### src/rtl/sram_async_ctrl.sv
// -----------------------------------------------------------------------------
// sram_async_ctrl
//
// Bridges the SoC's single-beat memory request port to a 32-bit asynchronous
// SRAM. Every SRAM pin is driven from a flop, so the pins never glitch.
//
// Access timing in clk cycles, counted from the cycle in which a request is
// accepted:
//   read  : ce_n/oe_n low for RD_WAIT+1 cycles. sram_d_i is captured on the
//           last of those edges. rsp_valid pulses in the following IDLE
//           cycle, RD_WAIT+2 cycles after the accept.
//   write : WR_SETUP cycles of address, data and masks with we_n high. Then
//           WR_PULSE cycles with we_n low. Then WR_HOLD cycles with we_n high
//           again while ce_n and the data are still held.
// The controller can accept a new request in the IDLE cycle that ends an
// access. This guarantees ce_n is high for at least one cycle between
// accesses.
//
// Sleep: when ZZ_IDLE > 0, the controller counts consecutive IDLE cycles with
// no request. After ZZ_IDLE such cycles it drops zz_n. A request seen while
// asleep raises zz_n. The controller then waits WAKE_CYC cycles before it
// takes requests again.
//
// Ports
//   clk          in   system clock
//   reset_n      in   asynchronous active-low reset
//   req_valid    in   request present
//   req_ready    out  request accepted on valid & ready (high only in IDLE)
//   req_we       in   1 = write, 0 = read
//   req_adr      in   word address
//   req_wdata    in   write data
//   req_be       in   byte enables (writes only)
//   rsp_valid    out  one-cycle pulse, read data valid
//   rsp_rdata    out  read data, held until the next read response
//   sram_adr     out  SRAM word address
//   sram_ce_n    out  chip enable, active low
//   sram_oe_n    out  output enable, active low
//   sram_we_n    out  write enable, active low
//   sram_zz_n    out  sleep, active low
//   sram_dm_n    out  byte masks, active low
//   sram_d_o     out  data towards the SRAM
//   sram_d_oe    out  drive enable for the shared data bus
//   sram_d_i     in   data from the SRAM
// -----------------------------------------------------------------------------
module sram_async_ctrl #(
    parameter int ADDR_WIDTH = 22,
    parameter int DATA_WIDTH = 32,
    parameter int RD_WAIT    = 2,
    parameter int WR_SETUP   = 1,
    parameter int WR_PULSE   = 2,
    parameter int WR_HOLD    = 1,
    parameter int ZZ_IDLE    = 0,
    parameter int WAKE_CYC   = 4
) (
    input  logic                      clk,
    input  logic                      reset_n,

    input  logic                      req_valid,
    output logic                      req_ready,
    input  logic                      req_we,
    input  logic [ADDR_WIDTH-1:0]     req_adr,
    input  logic [DATA_WIDTH-1:0]     req_wdata,
    input  logic [DATA_WIDTH/8-1:0]   req_be,
    output logic                      rsp_valid,
    output logic [DATA_WIDTH-1:0]     rsp_rdata,

    output logic [ADDR_WIDTH-1:0]     sram_adr,
    output logic                      sram_ce_n,
    output logic                      sram_oe_n,
    output logic                      sram_we_n,
    output logic                      sram_zz_n,
    output logic [DATA_WIDTH/8-1:0]   sram_dm_n,
    output logic [DATA_WIDTH-1:0]     sram_d_o,
    output logic                      sram_d_oe,
    input  logic [DATA_WIDTH-1:0]     sram_d_i
);

    function automatic int max2(input int a, input int b);
        return (a > b) ? a : b;
    endfunction

    // One down-counter serves all timed phases. Size it for the longest one.
    localparam int CNT_MAX = max2(max2(RD_WAIT, WR_SETUP),
                                  max2(max2(WR_PULSE, WR_HOLD), WAKE_CYC));
    localparam int CNT_W   = (CNT_MAX > 1) ? $clog2(CNT_MAX + 1) : 1;

    localparam bit SLEEP_EN = (ZZ_IDLE > 0);
    localparam int IDLE_W   = (ZZ_IDLE > 1) ? $clog2(ZZ_IDLE) : 1;
    // Value of the idle counter during the last idle cycle before sleep.
    localparam logic [IDLE_W-1:0] IDLE_LAST = SLEEP_EN ? IDLE_W'(ZZ_IDLE - 1) : '0;

    typedef enum logic [2:0] {
        S_IDLE,
        S_READ,
        S_WR_SETUP,
        S_WR_PULSE,
        S_WR_HOLD,
        S_SLEEP,
        S_WAKE
    } state_t;

    state_t            state;
    logic [CNT_W-1:0]  cnt;       // cycles left in the current timed phase
    logic [IDLE_W-1:0] idle_cnt;  // consecutive request-free IDLE cycles

    // NOTE: all state and every output is updated with non-blocking
    // assignments in this one clocked block. That keeps each pin a clean flop
    // and makes the order of statements inside a branch irrelevant.
    always_ff @(posedge clk or negedge reset_n) begin
        if (!reset_n) begin
            state     <= S_IDLE;
            cnt       <= '0;
            idle_cnt  <= '0;
            req_ready <= 1'b0;
            rsp_valid <= 1'b0;
            rsp_rdata <= '0;
            sram_adr  <= '0;
            sram_ce_n <= 1'b1;
            sram_oe_n <= 1'b1;
            sram_we_n <= 1'b1;
            sram_zz_n <= 1'b1;
            sram_dm_n <= '1;
            sram_d_o  <= '0;
            sram_d_oe <= 1'b0;
        end else begin
            // rsp_valid is a single-cycle pulse. It is raised only by the
            // last READ edge below.
            rsp_valid <= 1'b0;

            case (state)
                S_IDLE: begin
                    if (req_valid && req_ready) begin
                        // Capture the request. Address, data and masks then
                        // stay frozen for the whole access.
                        req_ready <= 1'b0;
                        idle_cnt  <= '0;
                        sram_adr  <= req_adr;
                        sram_ce_n <= 1'b0;
                        if (req_we) begin
                            state     <= S_WR_SETUP;
                            cnt       <= CNT_W'(WR_SETUP - 1);
                            sram_d_o  <= req_wdata;
                            sram_dm_n <= ~req_be;
                            sram_d_oe <= 1'b1;
                        end else begin
                            state     <= S_READ;
                            cnt       <= CNT_W'(RD_WAIT);
                            sram_oe_n <= 1'b0;
                            sram_dm_n <= '0;
                        end
                    end else if (req_valid) begin
                        // This covers only the first cycle after reset, when
                        // req_ready is still low. A pending request keeps the
                        // controller awake.
                        req_ready <= 1'b1;
                        idle_cnt  <= '0;
                    end else if (SLEEP_EN && idle_cnt == IDLE_LAST) begin
                        state     <= S_SLEEP;
                        req_ready <= 1'b0;
                        sram_zz_n <= 1'b0;
                        idle_cnt  <= '0;
                    end else begin
                        req_ready <= 1'b1;
                        if (SLEEP_EN) begin
                            idle_cnt <= idle_cnt + IDLE_W'(1);
                        end
                    end
                end

                S_READ: begin
                    if (cnt == '0) begin
                        // The SRAM has driven the bus for RD_WAIT+1 cycles.
                        // Capture the data now, then release the chip.
                        state     <= S_IDLE;
                        rsp_valid <= 1'b1;
                        rsp_rdata <= sram_d_i;
                        sram_ce_n <= 1'b1;
                        sram_oe_n <= 1'b1;
                        sram_dm_n <= '1;
                        req_ready <= 1'b1;
                    end else begin
                        cnt <= cnt - CNT_W'(1);
                    end
                end

                S_WR_SETUP: begin
                    if (cnt == '0) begin
                        state     <= S_WR_PULSE;
                        cnt       <= CNT_W'(WR_PULSE - 1);
                        sram_we_n <= 1'b0;
                    end else begin
                        cnt <= cnt - CNT_W'(1);
                    end
                end

                S_WR_PULSE: begin
                    if (cnt == '0) begin
                        // we_n rises while ce_n and the data are still held.
                        // The SRAM latches the data on this rising edge.
                        state     <= S_WR_HOLD;
                        cnt       <= CNT_W'(WR_HOLD - 1);
                        sram_we_n <= 1'b1;
                    end else begin
                        cnt <= cnt - CNT_W'(1);
                    end
                end

                S_WR_HOLD: begin
                    if (cnt == '0) begin
                        state     <= S_IDLE;
                        sram_ce_n <= 1'b1;
                        sram_d_oe <= 1'b0;
                        sram_dm_n <= '1;
                        req_ready <= 1'b1;
                    end else begin
                        cnt <= cnt - CNT_W'(1);
                    end
                end

                S_SLEEP: begin
                    if (req_valid) begin
                        state     <= S_WAKE;
                        cnt       <= CNT_W'(WAKE_CYC - 1);
                        sram_zz_n <= 1'b1;
                    end
                end

                S_WAKE: begin
                    // ZZ stays released for WAKE_CYC cycles before the next
                    // request can be accepted.
                    if (cnt == '0) begin
                        state     <= S_IDLE;
                        req_ready <= 1'b1;
                    end else begin
                        cnt <= cnt - CNT_W'(1);
                    end
                end

                // NOTE: the encoding has one unused value. Recover to a
                // quiescent IDLE rather than leaving that state undefined.
                default: begin
                    state     <= S_IDLE;
                    req_ready <= 1'b0;
                    sram_ce_n <= 1'b1;
                    sram_oe_n <= 1'b1;
                    sram_we_n <= 1'b1;
                    sram_zz_n <= 1'b1;
                    sram_dm_n <= '1;
                    sram_d_oe <= 1'b0;
                end
            endcase
        end
    end

endmodule

### config.mk
export PLATFORM = sky130hd
export DESIGN_NAME = sram_async_ctrl
export DESIGN_NICKNAME = d
export VERILOG_FILES = /design/src/rtl/sram_async_ctrl.sv
export SDC_FILE = /design/constraint.sdc
export NUM_CORES = 1
export LEC_CHECK = 0
export BUFFER_PORTS_ARGS = -buffer_cell sky130_fd_sc_hd__buf_2
export CORE_MARGIN = 2
export CORE_UTILIZATION = 43
export DETAILED_ROUTE_END_ITERATION = 10
export GPL_TIMING_DRIVEN = 0
export PLACE_DENSITY_LB_ADDON = 0.15
export SLEW_MARGIN = 20
export SYNTH_ARGS = -nofsm -noshare
export SYNTH_HDL_FRONTEND = slang
export SYNTH_SLANG_ARGS = --single-unit
export TNS_END_PERCENT = 1
### constraint.sdc
create_clock -name clk -period 1.77 [get_ports clk]
set_clock_uncertainty 0.05 [all_clocks]
set_input_delay 0.0885 -clock clk [delete_from_list [all_inputs] [get_ports clk]]
set_output_delay 0.0885 -clock clk [all_outputs]
set_load 0.02 [all_outputs]
==> flow_summary.toml <==
[outcome]
status = "finished, violations left"
violations = "setup timing"

[worst_setup_path]
crit_path_frequent_cell = "buf_6"
crit_arrival_ns = 1.98
path_delay_family = "simple AND/OR/NAND/NOR gates"
slowest_stage = "dfrtp_1"
worst-setup-path-type = "register to register"
crit_chain = "nor3_2 > and3_1 > buf_6 > nand2_4 > buf_6 > mux2_4"
crit_fanout = 10
critPathBufInv = 2
startpoint_type = "register"
critical_path.max_stage_delay_ns = 0.44
cp-end-kind = "register"
crit_required_ns = 1.95

[power_and_ir_drop]
power.leakage_uw = 0.003311
power_uw = 10900
ir_worst_vdd_v = 0.0008569
power.density_nw_per_um2 = 1648

[cts]
cts_tree = "yes"
clockBufferDepth = 2
clkTransAtPathRegs_ns = 0.10
clk_latency_ns = 0.34
cts_buffers = 9
cts_sinks = 102
root_buffer = "clkbuf_8"
htreeDepth = 3

[route]
viasPerCell = 4.783
postRouteWirelength_mm = 11.38
wl_per_cell_um = 15.81
firstDrtPassIters = 4
drt_iter0_markers = 169
vias = 3444
drc = 0
ant_nets = 0

[layout]
fillerInstances = 732
nets = 678
drive_gt1_share_pct = 55.54
syn_to_final_growth_pct = 53.31
design_area_sq_um = 6614
diodes = 0
ff_latch_area_sq_um = 2562
multi_input_area_sq_um = 1645

[grt]
grt_use_total_pct = 21.63
grt_pass1_wl_mm = 19.06
grt_max_degree = 60
grt_pass1_vias = 3792
antenna_found_initial = 0
grt_overflow = 0

[place]
dpl_cell_area_sq_um = 5455
io_buffers = 188
place_ws_ns = -0.2671
finalWeightedCongestion = 0.8122
dp.final_hpwl_mm = 7.445

[sta]
worst_slack_ns = -0.02444
layout_min_cycle_time_ns = 1.794
grt_setup_unrepaired = "yes"
fin_crit_sh_pct = 101.4
setup_tns_ns = -0.3268
setup_viol = 28
hold_viol = 0
fin_hold_ws_ns = 0.04786
drv_slew = 0
max_freq_mhz = 557.3

[synthesis]
syn_inst = 289
synth.net_count = 385
synth-seq-cells = 102
synthDistinctLibCells = 46
yosysWarnings = 0
ys_seq_area_share_pct = 59.37
syn_area_sq_um = 4314
syn_area_per_cell_sq_um = 14.93

[die]
die-area_sq_um = 10850
io_pins = 191
coreArea_sq_um = 9774
rows = 36
floorplan.initialDensity_pct = 44.14
die-width_um = 104.2
die_h_um = 104.2

[worst_hold_path]
min_path_type = "input port to register"

[job]
drv_cap = 0
==> report_power, final <==
group / switching (uW) / leakage, uW / total (uW) / internal (uW)
registers: 619 / 0.00122 / 4130 / 3510
clock network: 823 / 0.0000948 / 1350 / 531
logic: 2970 / 0.00200 / 5410 / 2440
==> per-stage QoR <==
step           std cells  util, %
2_1_floorplan        289        -
3_3_place_gp         610    55.47
3_5_place_dp         611    55.81
4_1_cts              720    67.46
5_1_grt              720    67.67
6_report             720    67.67
==> per-layer routing <==
metal | vias up | global-route usage (%) | part of all wire [%]
met5 | - | 0 | 0
met3 | 8 | 5.013 | 5.9
met4 | 0 | 4.633 | 0.98
met1 | 1684 | 27.44 | 43
met2 | 138 | 37.83 | 50
li1 | 1614 | - | -
==> final timing paths <==
path	start	end	slack, ns	cells past startpoint
min	req_we	sram_dm_n[2]$_DFFE_PN1P_	0.05	3
max reg2reg	state[0]$_DFFE_PN0P_	sram_d_o[25]$_DFFE_PN0P_	-0.02	6
max	state[0]$_DFFE_PN0P_	sram_d_o[25]$_DFFE_PN0P_	-0.02	6
min reg2reg	rsp_rdata[10]$_DFFE_PN0P_	rsp_rdata[10]$_DFFE_PN0P_	0.46	1
min in group asynchronous	reset_n	rsp_rdata[14]$_DFFE_PN0P_	0.18	2
max in group asynchronous	reset_n	rsp_rdata[28]$_DFFE_PN0P_	0.88	3
==> kinds of logic (layout without fill, tap and decap cells) <==
logic type / after synthesis / in the layout / synth area share [%]
buf+inv: 22 / 320 / 3.190
flops: 102 / 102 / 59.37
fa+ha+maj: 3 / 3 / 0.8120
simple gates: 29 / 29 / 3.915
mux: 88 / 88 / 25.44
compound gates: 43 / 43 / 6.990
xor+xnor: 1 / 1 / 0.2031
other cells: 1 / 1 / 0.08692
==> worst register-to-register path: stages (launching register included) <==
cell     delay, ns
dfrtp_1       0.44
nor3_2        0.23
and3_1        0.19
buf_6         0.17
nand2_4       0.11
buf_6         0.19
mux2_4        0.31
==> synthesized netlist by cell type (all sizes together) <==
cell	n	area share [%]
dfrtp	95	55
mux2	86	25
buf	16	2.7
o21ai	9	1.0
a21oi	8	0.93
dfstp	7	4.3
nand2	7	0.78
nor2	6	0.52
inv	5	0.44
nand2b	5	0.73
a211oi	4	0.70
a2bb2oi	4	0.81
a21o	3	0.52
a31oi	2	0.29
a41oi	2	0.41
ha	2	0.58
mux2i	2	0.46
nand3	2	0.35
nand3b	2	0.35
nor2b	2	0.29
a211o	1	0.20
a22oi	1	0.17
a311oi	1	0.35
a32o	1	0.23
and2	1	0.15
and3	1	0.15
and3b	1	0.20
clkbuf	1	0.087
conb	1	0.087
maj3	1	0.23
nor3	1	0.23
nor3b	1	0.17
o211ai	1	0.17
o21a	1	0.17
o21ba	1	0.23
o22a	1	0.20
o22ai	1	0.15
o2bb2ai	1	0.20
o32ai	1	0.20
xor2	1	0.20
==> repair_timing <==
item,in CTS,in global routing
resized for setup,13,3
pin swaps,2,1
setup buffers,2,0
setup endpoints to repair,75,81
hold endpoints to repair,152,0
hold buffers,91,0
==> registers in the layout, summed over array words and instances, names as in the netlist <==
signal,count
state,3
sram_dm_n,4
cnt,3
rsp_valid,1
rsp_rdata,32
sram_adr,22
sram_d_oe,1
sram_we_n,1
sram_d_o,32
sram_ce_n,1
req_ready,1
sram_oe_n,1
==> area by class of cell <==
| type | instances | share of cell area, % |
|---|---|---|
| Sequential cell | 102 | 38.74 |
| Timing Repair Buffer | 282 | 28.74 |
| Multi-Input combinational cell | 165 | 24.88 |
| Tap cell | 133 | 2.516 |
| Buffer | 17 | 2.157 |
| Clock buffer | 9 | 1.873 |
| Clock inverter | 7 | 0.8135 |
| Inverter | 5 | 0.2838 |
==> cells in the final DEF, fill, tap and decap left out, types with 2 or more instances in the layout <==
cell           count
buf_2            190
dfrtp_1           94
dlygate4sd3_1     91
mux2_2            57
mux2_4            29
clkbuf_8           9
buf_4              8
buf_6              8
a21oi_1            8
o21ai_0            7
dfstp_2            7
nor2_1             6
nand2_1            6
nand2b_1           5
inv_1              4
a2bb2oi_1          4
inv_6              4
a211oi_1           3
a21o_1             3
nor2b_1            2
mux2i_1            2
nand3b_1           2
a31oi_1            2
a41oi_1            2
clkinv_2           2
Power figures use the tool's default switching activity.
